[src/rtl/motion_pkg.sv]
// Shared constants, FSM state type and width helpers for the motion bounding-box tracker.
package motion_pkg;

  localparam int unsigned DATA_WIDTH_DEF   = 24;
  localparam int unsigned IMG_WIDTH_DEF    = 720;
  localparam int unsigned IMG_HEIGHT_DEF   = 540;
  localparam logic [23:0] MOTION_COLOR_DEF = 24'hFF0000;

  typedef enum logic {
    S_SCAN   = 1'b0,
    S_REPORT = 1'b1
  } state_t;

  // Coordinate width; a one-entry dimension still gets one bit.
  function automatic int unsigned idx_w(input int unsigned n);
    return (n > 1) ? $clog2(n) : 1;
  endfunction

  // Count width large enough to hold a full frame of motion pixels.
  function automatic int unsigned cnt_w(input int unsigned w, input int unsigned h);
    return $clog2(w * h + 1);
  endfunction

  localparam int unsigned X_W_DEF   = idx_w(IMG_WIDTH_DEF);
  localparam int unsigned Y_W_DEF   = idx_w(IMG_HEIGHT_DEF);
  localparam int unsigned CNT_W_DEF = cnt_w(IMG_WIDTH_DEF, IMG_HEIGHT_DEF);

endpackage

[src/rtl/pixel_coord_counter.sv]
// Raster x/y position of the next pixel to be popped; wraps at the end of each line and frame.
module pixel_coord_counter
  import motion_pkg::*;
#(
  parameter int unsigned IMG_WIDTH  = IMG_WIDTH_DEF,
  parameter int unsigned IMG_HEIGHT = IMG_HEIGHT_DEF,
  localparam int unsigned X_W = idx_w(IMG_WIDTH),
  localparam int unsigned Y_W = idx_w(IMG_HEIGHT)
) (
  input  logic           clock,
  input  logic           reset,
  input  logic           advance,
  output logic [X_W-1:0] x,
  output logic [Y_W-1:0] y,
  output logic           last_pixel
);

  logic x_last;
  logic y_last;

  assign x_last     = (x == X_W'(IMG_WIDTH - 1));
  assign y_last     = (y == Y_W'(IMG_HEIGHT - 1));
  assign last_pixel = x_last && y_last;

  always_ff @(posedge clock or negedge reset) begin
    if (!reset) begin
      x <= '0;
      y <= '0;
    end else if (advance) begin
      if (x_last) begin
        x <= '0;
        y <= y_last ? '0 : y + Y_W'(1);
      end else begin
        x <= x + X_W'(1);
      end
    end
  end

endmodule

[src/rtl/motion_bbox_tracker.sv]
// Counts motion-coloured pixels per frame and tracks their bounding box.
// MOTION_BBOX_PASSTHROUGH_EN forwards every popped pixel to the downstream FIFO.
module motion_bbox_tracker
  import motion_pkg::*;
#(
  parameter int unsigned DATA_WIDTH = DATA_WIDTH_DEF,
  parameter int unsigned IMG_WIDTH  = IMG_WIDTH_DEF,
  parameter int unsigned IMG_HEIGHT = IMG_HEIGHT_DEF,
  parameter logic [DATA_WIDTH-1:0] MOTION_COLOR = DATA_WIDTH'(MOTION_COLOR_DEF),
  localparam int unsigned CNT_W = cnt_w(IMG_WIDTH, IMG_HEIGHT),
  localparam int unsigned X_W   = idx_w(IMG_WIDTH),
  localparam int unsigned Y_W   = idx_w(IMG_HEIGHT)
) (
  input  logic                  clock,
  input  logic                  reset,
  output logic                  in_rd_en,
  input  logic                  in_empty,
  input  logic [DATA_WIDTH-1:0] in_dout,
  output logic                  out_wr_en,
  output logic [DATA_WIDTH-1:0] out_din,
  input  logic                  out_full,
  output logic                  stats_valid,
  output logic                  motion_detected,
  output logic [CNT_W-1:0]      motion_count,
  output logic [X_W-1:0]        x_min,
  output logic [X_W-1:0]        x_max,
  output logic [Y_W-1:0]        y_min,
  output logic [Y_W-1:0]        y_max
);

  state_t           state, state_nxt;
  logic             stall_c, pop, hit, last_pixel;
  logic [X_W-1:0]   x;
  logic [Y_W-1:0]   y;
  logic             seen, seen_nxt;
  logic [CNT_W-1:0] cnt_acc, cnt_nxt;
  logic [X_W-1:0]   xmin_acc, xmax_acc, xmin_nxt, xmax_nxt;
  logic [Y_W-1:0]   ymin_acc, ymax_acc, ymin_nxt, ymax_nxt;

`ifdef MOTION_BBOX_PASSTHROUGH_EN
  assign stall_c   = in_empty || out_full;
  assign out_wr_en = in_rd_en;
  assign out_din   = in_dout;
`else
  logic unused_out_full;
  assign unused_out_full = out_full;
  assign stall_c   = in_empty;
  assign out_wr_en = 1'b0;
  assign out_din   = '0;
`endif

  assign pop = in_rd_en;
  assign hit = pop && (in_dout == MOTION_COLOR);

  pixel_coord_counter #(
    .IMG_WIDTH  (IMG_WIDTH),
    .IMG_HEIGHT (IMG_HEIGHT)
  ) u_coord (
    .clock      (clock),
    .reset      (reset),
    .advance    (pop),
    .x          (x),
    .y          (y),
    .last_pixel (last_pixel)
  );

  always_ff @(posedge clock or negedge reset) begin
    if (!reset) state <= S_SCAN;
    else        state <= state_nxt;
  end

  always_comb begin
    state_nxt = state;
    in_rd_en  = 1'b0;
    case (state)
      S_SCAN: begin
        in_rd_en = !stall_c;
        if (!stall_c && last_pixel) state_nxt = S_REPORT;
      end
      S_REPORT: state_nxt = S_SCAN;
      default:  state_nxt = S_SCAN;
    endcase
  end

  // Accumulator update including the pixel popped this cycle.
  always_comb begin
    seen_nxt = seen;
    cnt_nxt  = cnt_acc;
    xmin_nxt = xmin_acc;
    xmax_nxt = xmax_acc;
    ymin_nxt = ymin_acc;
    ymax_nxt = ymax_acc;
    if (hit) begin
      seen_nxt = 1'b1;
      cnt_nxt  = cnt_acc + CNT_W'(1);
      if (!seen) begin
        xmin_nxt = x;
        xmax_nxt = x;
        ymin_nxt = y;
        ymax_nxt = y;
      end else begin
        if (x < xmin_acc) xmin_nxt = x;
        if (x > xmax_acc) xmax_nxt = x;
        if (y < ymin_acc) ymin_nxt = y;
        if (y > ymax_acc) ymax_nxt = y;
      end
    end
  end

  always_ff @(posedge clock or negedge reset) begin
    if (!reset) begin
      seen     <= 1'b0;
      cnt_acc  <= '0;
      xmin_acc <= '0;
      xmax_acc <= '0;
      ymin_acc <= '0;
      ymax_acc <= '0;
    end else if (state == S_REPORT) begin
      seen     <= 1'b0;
      cnt_acc  <= '0;
      xmin_acc <= '0;
      xmax_acc <= '0;
      ymin_acc <= '0;
      ymax_acc <= '0;
    end else if (pop) begin
      seen     <= seen_nxt;
      cnt_acc  <= cnt_nxt;
      xmin_acc <= xmin_nxt;
      xmax_acc <= xmax_nxt;
      ymin_acc <= ymin_nxt;
      ymax_acc <= ymax_nxt;
    end
  end

  // Published on the final pop so the stats are visible during S_REPORT.
  always_ff @(posedge clock or negedge reset) begin
    if (!reset) begin
      stats_valid     <= 1'b0;
      motion_detected <= 1'b0;
      motion_count    <= '0;
      x_min           <= '0;
      x_max           <= '0;
      y_min           <= '0;
      y_max           <= '0;
    end else begin
      stats_valid <= pop && last_pixel;
      if (pop && last_pixel) begin
        motion_detected <= seen_nxt;
        motion_count    <= cnt_nxt;
        x_min           <= xmin_nxt;
        x_max           <= xmax_nxt;
        y_min           <= ymin_nxt;
        y_max           <= ymax_nxt;
      end
    end
  end

endmodule

[config.mk]
export PLATFORM = sky130hd
export DESIGN_NAME = motion_bbox_tracker
export DESIGN_NICKNAME = d
export VERILOG_FILES = /design/src/rtl/motion_pkg.sv /design/src/rtl/pixel_coord_counter.sv /design/src/rtl/motion_bbox_tracker.sv
export SDC_FILE = /design/constraint.sdc
export NUM_CORES = 1
export LEC_CHECK = 0
export BUFFER_PORTS_ARGS = -buffer_cell sky130_fd_sc_hd__buf_2
export CORE_MARGIN = 2
export CORE_UTILIZATION = 43
export CTS_BUF_LIST = sky130_fd_sc_hd__clkbuf_2
export DETAILED_ROUTE_END_ITERATION = 16
export GPL_ROUTABILITY_DRIVEN = 0
export GPL_TIMING_DRIVEN = 0
export PLACE_DENSITY = 0.66
export SETUP_SLACK_MARGIN = 0.15
export SLEW_MARGIN = 20
export SYNTH_ARGS = -nofsm -noshare
export SYNTH_HDL_FRONTEND = slang
export SYNTH_SLANG_ARGS = --single-unit
[constraint.sdc]
create_clock -name clock -period 2.1 [get_ports clock]
set_clock_uncertainty 0.05 [all_clocks]
set_input_delay 0.105 -clock clock [delete_from_list [all_inputs] [get_ports clock]]
set_output_delay 0.105 -clock clock [all_outputs]
set_load 0.02 [all_outputs]
== Word level (Yosys, flattened, before mapping) ==
Cells that the tools add are included.
Widths: inputs -> output; s select.
Word-level totals
  word-level logic and storage cells: 65
  register bits after elaboration: 142
Cells by class
  $lt $le $gt $ge: 4
  equal/unequal tests: 3
  reductions and logical operators: 7
  bitwise gates (word level): 1
  add/subtract/negate cells: 3
  muxes and demuxes: 31
Operators with widths (number)
  $mux 10: 22
  $mux 19: 3
  $eq 24x24->1 const B: 1
  $add 10x1->10 const B: 2
  $eq 10x10->1 const B: 2
  $gt 10x10->1: 2
  $lt 10x10->1: 2
  $add 19x1->19 const B: 1
  $mux 1: 5
  $logic_and 1x1->1: 4
  $pmux 1 s2: 1
  $reduce_and 2->1: 1
  $reduce_bool 2->1: 1
  $logic_not 1->1: 1
  $not 1->1: 1

== Longest topological paths before layout ==
  word-level depth: 6
  depth in mapped cells: 10
  mapped depth without buffers: 8

== Hierarchy ==
A second synthesis with hierarchy kept.
Second synthesis, totals
  cells, all modules: 698
  area total of the unflattened synthesis: 6982.9 µm²
By module, submodules not included
  motion_bbox_tracker: cells an instance 602, times used 1, seq. area each 3052.9 µm², area an instance 5988.2 µm²
  pixel_coord_counter: cells an instance 96, times used 1, seq. area each 500.5 µm², area an instance 994.7 µm²

== Least setup slack after synthesis ==
No wires, ideal clock.
  kind: reg-to-reg
  from: reg u_coord.x[3]
  to: reg xmin_acc[6]
  path buffers: 1
  clock period less this slack: 2240 ps
  arrival: 2058 ps
  stages on the path, launching flop included: 9
  slack: -140 ps
  cell sequence: dfrtp_1 > ha_1 > a211o_1 > a21oi_1 > o21ai_1 > a221oi_4 > buf_6 > mux2i_1 > nor2_1
On the way
  word-level cells in the longest chain between the ends: 6
RTL lines
  start, declared: RTL line pixel_coord_counter.sv:13  | output logic [X_W-1:0] x,
  start signal, assigned: RTL line pixel_coord_counter.sv:34  | x <= x + X_W'(1);
  $lt 10x10->1: RTL line motion_bbox_tracker.sv:102  | if (x < xmin_acc) xmin_nxt = x;
  $mux 10: RTL line motion_bbox_tracker.sv:102
  $mux 10: RTL line motion_bbox_tracker.sv:96  | if (!seen) begin
  $mux 10: RTL line motion_bbox_tracker.sv:93  | if (hit) begin
  $mux 10: RTL line motion_bbox_tracker.sv:125  | end else if (pop) begin
  $mux 10: RTL line motion_bbox_tracker.sv:118  | end else if (state == S_REPORT) begin
  end signal, assigned: RTL line motion_bbox_tracker.sv:128  | xmin_acc <= xmin_nxt;
  end, declared: RTL line motion_bbox_tracker.sv:37  | logic [X_W-1:0] xmin_acc, xmax_acc, xmin_nxt, xmax_nxt;
Every way passes these cells. The select of a mux whose other input is x is not followed.
A chain may end at the register's enable or synchronous reset.

== Final worst setup path ==
  from: reg u_coord.x[4]
  to: reg x_min[6]
On the way
  word-level cells in the longest chain between the ends: 4
RTL lines
  $lt 10x10->1: RTL line motion_bbox_tracker.sv:102
  $mux 10: RTL line motion_bbox_tracker.sv:102
  $mux 10: RTL line motion_bbox_tracker.sv:96
  $mux 10: RTL line motion_bbox_tracker.sv:93
  end signal, assigned: RTL line motion_bbox_tracker.sv:150  | x_min <= xmin_nxt;
  end, declared: RTL line motion_bbox_tracker.sv:25  | output logic [X_W-1:0] x_min,
Several ways; a longest one is shown, not always the timed one.

==> results.txt <==
PnR Total Power -> 0.005918 W
Slowest CP cell -> or3_4
CTS sink count -> 142
Crit Reg-Reg Startpoint -> u_coord.x[4]
H-tree depth -> 4
Max-slew headroom -> 57.69%
Mapped Area -> 7232 um2
DR vias -> 6,188
Logic gate share of total power -> 18.3%
Largest family of logic cells by synthesized area -> simple AND/OR/NAND/NOR gates
Synth Area in XOR/XNOR -> 3.754%
CTS tree -> built
Root Buffer -> clkbuf_2
Avg Inst Size Synth -> 10.11 um2
Slack of the critical path -> -0.2454 ns
Multi-input logic area -> 4320 um2
Cell chain of the critical path -> buf_6, nor4b_4, nand3_2, or3_4, buf_16, buf_8, clkbuf_16, nand2_4, nand2_1
Die area -> 17,870 um2
Delay-heaviest family, CP -> simple AND/OR/NAND/NOR gates
Initial Util -> 43.76%
Largest net degree at the start of global routing -> 90
Outcome -> finished, violations left
FP Rows -> 47
Horiz. Die Dim -> 133.7 um
Antenna viol nets, final -> 0
Worst Hold Class -> in2reg
Gr ovfl total -> 0
Mux cell area share after synthesis -> 5.830%
Hold Path Sink -> cnt_acc[0]
Minimum hold slack -> -0.01357 ns
Max Fclk -> 0.4264 GHz
Sw frac -> 30.20%
Worst-Skew Late Latency -> 0.81 ns
Required time worst endpoint -> 2.75 ns
R2R depth -> 9
Sequential cell area -> 3577 um2
Post-synth cell types -> 49
Hold_sp -> in_dout[13]
Final hold violation count -> 2
Die Span Y -> 133.7 um
Post-Synth Adder-Cell Area -> 7.093%
Io pins -> 115
Vias in the first global route -> 6,033
Failing checks -> hold timing, setup timing
RSZ-0062 raised after global routing -> true
Core ar. -> 16,520 um2
Synthesis-to-layout area growth -> 53.41%
Post-Route Setup TNS -> -16.00 ns
DRC Markers -> 0
Reg clk slew, reported paths -> 0.24 ns
Fillers -> 1,156
Setup CP Type -> reg2reg
Max Buffers Root-to-Sink -> 2
1st-pass router iterations -> 7
CP Capture Type -> flip-flop
Synth Area in Compound Gates -> 8.529%
Initial antenna violation count -> 1
YS warnings -> 0
CP max stage delay -> 0.50 ns
Via-to-Cell Ratio -> 5.165
Sequential Power Share -> 50.0%
Routed len/inst -> 17.38 um
1st-iter DRT viols -> 347
Leakage -> 5.278 nW
Port buffer count -> 88
Final setup fails -> 115
Post-synthesis sequential area ratio -> 49.13%
Final Net Count -> 1,033
DPL Wire Length -> 11,750 um
Share of layout cells above drive strength 1 -> 49.33%
Final Max Slew Viols -> 0
Worst-margin pin slew -> 0.6346 ns
First-pass GRT wire length -> 31,750 um
CP Max Fanout -> 6
GR Util All Layers -> 23.01%
Internal Power -> 0.004131 W
Crit start category -> flip-flop
Num CTS Buffers -> 17
Final Util -> 67.14%
#FFs+latches synth -> 142
DP Worst Slack -> -0.4917 ns
Final period util -> 111.7%
Mapped Cells -> 715
Wirelength, routed -> 20,820 um
Clock share of power -> 31.7%
R2R setup slack -> -0.25 ns
Power Dens Cells -> 533.5 nW/um2
Peak VDD IR -> 576.0 uV
Crit Reg-Reg Endpoint -> x_min[6]
P_sw -> 0.001787 W
WP data arrival -> 3.00 ns
Max-cap viol count -> 0
Hold path cells -> 7
Tmin final -> 2.345 ns
Synth Area in Simple Gates -> 18.11%
Worst path bufs/invs -> 4
==> layer usage <==
layer,share of wire [%],vias to the layer above,global-route usage (%)
met5,0,-,0
met4,2.6,0,8.392
met3,4.9,48,5.175
met2,50,180,37.57
met1,42,3074,30.19
li1,-,2886,-
==> kinds of logic (layout without fill, tap and decap cells) <==
| logic type | count (synthesis) | count (layout) |
|---|---|---|
| mux | 42 | 42 |
| xor+xnor | 31 | 31 |
| flops | 142 | 142 |
| simple gates | 257 | 257 |
| fa+ha+maj | 41 | 41 |
| compound gates | 100 | 100 |
| buf+inv | 101 | 339 |
| other cells | 1 | 26 |
==> timing repair <==
action	CTS	global route
buffers inserted	63	23
pin swaps	66	59
resized for setup	203	145
hold buffers	13	2
gates cloned	13	3
hold endpoints to repair	155	1
setup endpoints to repair	130	129
==> power groups by stage <==
stage          registers, W  logic [W]  clock network [W]
2_1_floorplan       0.00296   0.000517                  0
3_3_place_gp        0.00300   0.000683                  0
3_5_place_dp        0.00300   0.000702                  0
4_1_cts             0.00295   0.000899            0.00187
5_1_grt             0.00297    0.00118            0.00201
6_report            0.00296    0.00108            0.00188
==> worst min-delay path, stage by stage <==
cell and delay, ns:
buf_2 0.11, nor4_4 0.04, nand4_1 0.07, buf_4 0.15, nor3_2 0.07, xnor2_1 0.15, nor2_1 0.09
==> metrics by stage <==
stage,area [um2],instances
3_5_place_dp,8183,1048
6_report,11090,1198
3_3_place_gp,8145,1047
4_1_cts,10130,1169
2_1_floorplan,7430,739
5_1_grt,11090,1198
==> how the worst max path moves through the flow <==
| stage | cells past startpoint | slack (ns) | end | startpoint |
|---|---|---|---|---|
| floorplan | 8 | -0.12 | xmin_acc[8] | u_coord.x[3] |
| detailed placement | 7 | -0.49 | x_min[9] | u_coord.x[3] |
| global placement | 1 | -1.47 | u_coord.x[5] | reset |
| finish | 9 | -0.25 | x_min[6] | u_coord.x[4] |
| CTS | 9 | -0.15 | xmin_acc[8] | u_coord.x[3] |
| global route | 9 | -0.28 | x_min[6] | u_coord.x[4] |
==> state kept, by name, summed over array words and instances, names as in the netlist, 10 cells and up <==
name          cells
cnt_acc          19
motion_count     19
u_coord.x        10
u_coord.y        10
x_max            10
x_min            10
xmax_acc         10
xmin_acc         10
y_max            10
y_min            10
ymax_acc         10
ymin_acc         10
==> final cells by class <==
class / instances / area share [%]
clock inverters: 14 / 1.726
plain buffers: 54 / 5.098
repair inverters: 1 / 0.1466
flip-flops and latches: 142 / 32.24
inverters: 47 / 1.748
well taps: 220 / 2.481
diodes: 1 / 0.02256
repair buffers: 205 / 16.78
multi-input cells: 496 / 38.94
clock buffers: 18 / 0.8120
==> layout by cell type, fill, tap and decap left out, types with 19 or more instances in the layout <==
cell type	n
buf_6	30
nand2_1	42
nor2_1	77
inv_1	36
ha_1	28
dfrtp_1	123
o21ai_2	21
buf_2	88
nand2_4	21
nand2_2	21
buf_4	77
dfrtp_2	19
clkbuf_2	19
mux2i_1	28
conb_1	25
==> Yosys cell counts, drive strengths merged <==
| cell type | instances | area share (%) |
|---|---|---|
| o31ai | 12 | 1.5 |
| nand2b | 5 | 0.43 |
| conb | 1 | 0.052 |
| inv | 46 | 2.4 |
| clkbuf | 10 | 0.54 |
| and2 | 4 | 0.35 |
| a21o | 2 | 0.21 |
| or2 | 1 | 0.087 |
| nor3 | 11 | 1.2 |
| and4 | 4 | 0.52 |
| nand4bb | 1 | 0.38 |
| nor4 | 5 | 1.5 |
| a221oi | 1 | 0.36 |
| and3 | 3 | 0.26 |
| clkinv | 1 | 0.069 |
| a211oi | 6 | 0.62 |
| nor4b | 2 | 0.33 |
| buf | 44 | 4.5 |
| a211o | 2 | 0.24 |
| nand4 | 16 | 1.4 |
| o21ai | 45 | 3.1 |
| ha | 41 | 7.1 |
| a221o | 1 | 0.14 |
| nor2b | 3 | 0.26 |
| or3 | 1 | 0.087 |
| mux2 | 1 | 0.16 |
| mux2i | 41 | 5.7 |
| nand4b | 2 | 0.24 |
| nand3 | 25 | 1.7 |
| o21a | 2 | 0.21 |
| xnor2 | 11 | 1.3 |
| xor2 | 20 | 2.4 |
| dfrtp | 142 | 49 |
| a31oi | 1 | 0.087 |
| nand2 | 84 | 4.5 |
| nor2 | 90 | 4.9 |
| a21oi | 28 | 2.1 |
Power figures use the tool's default switching activity.
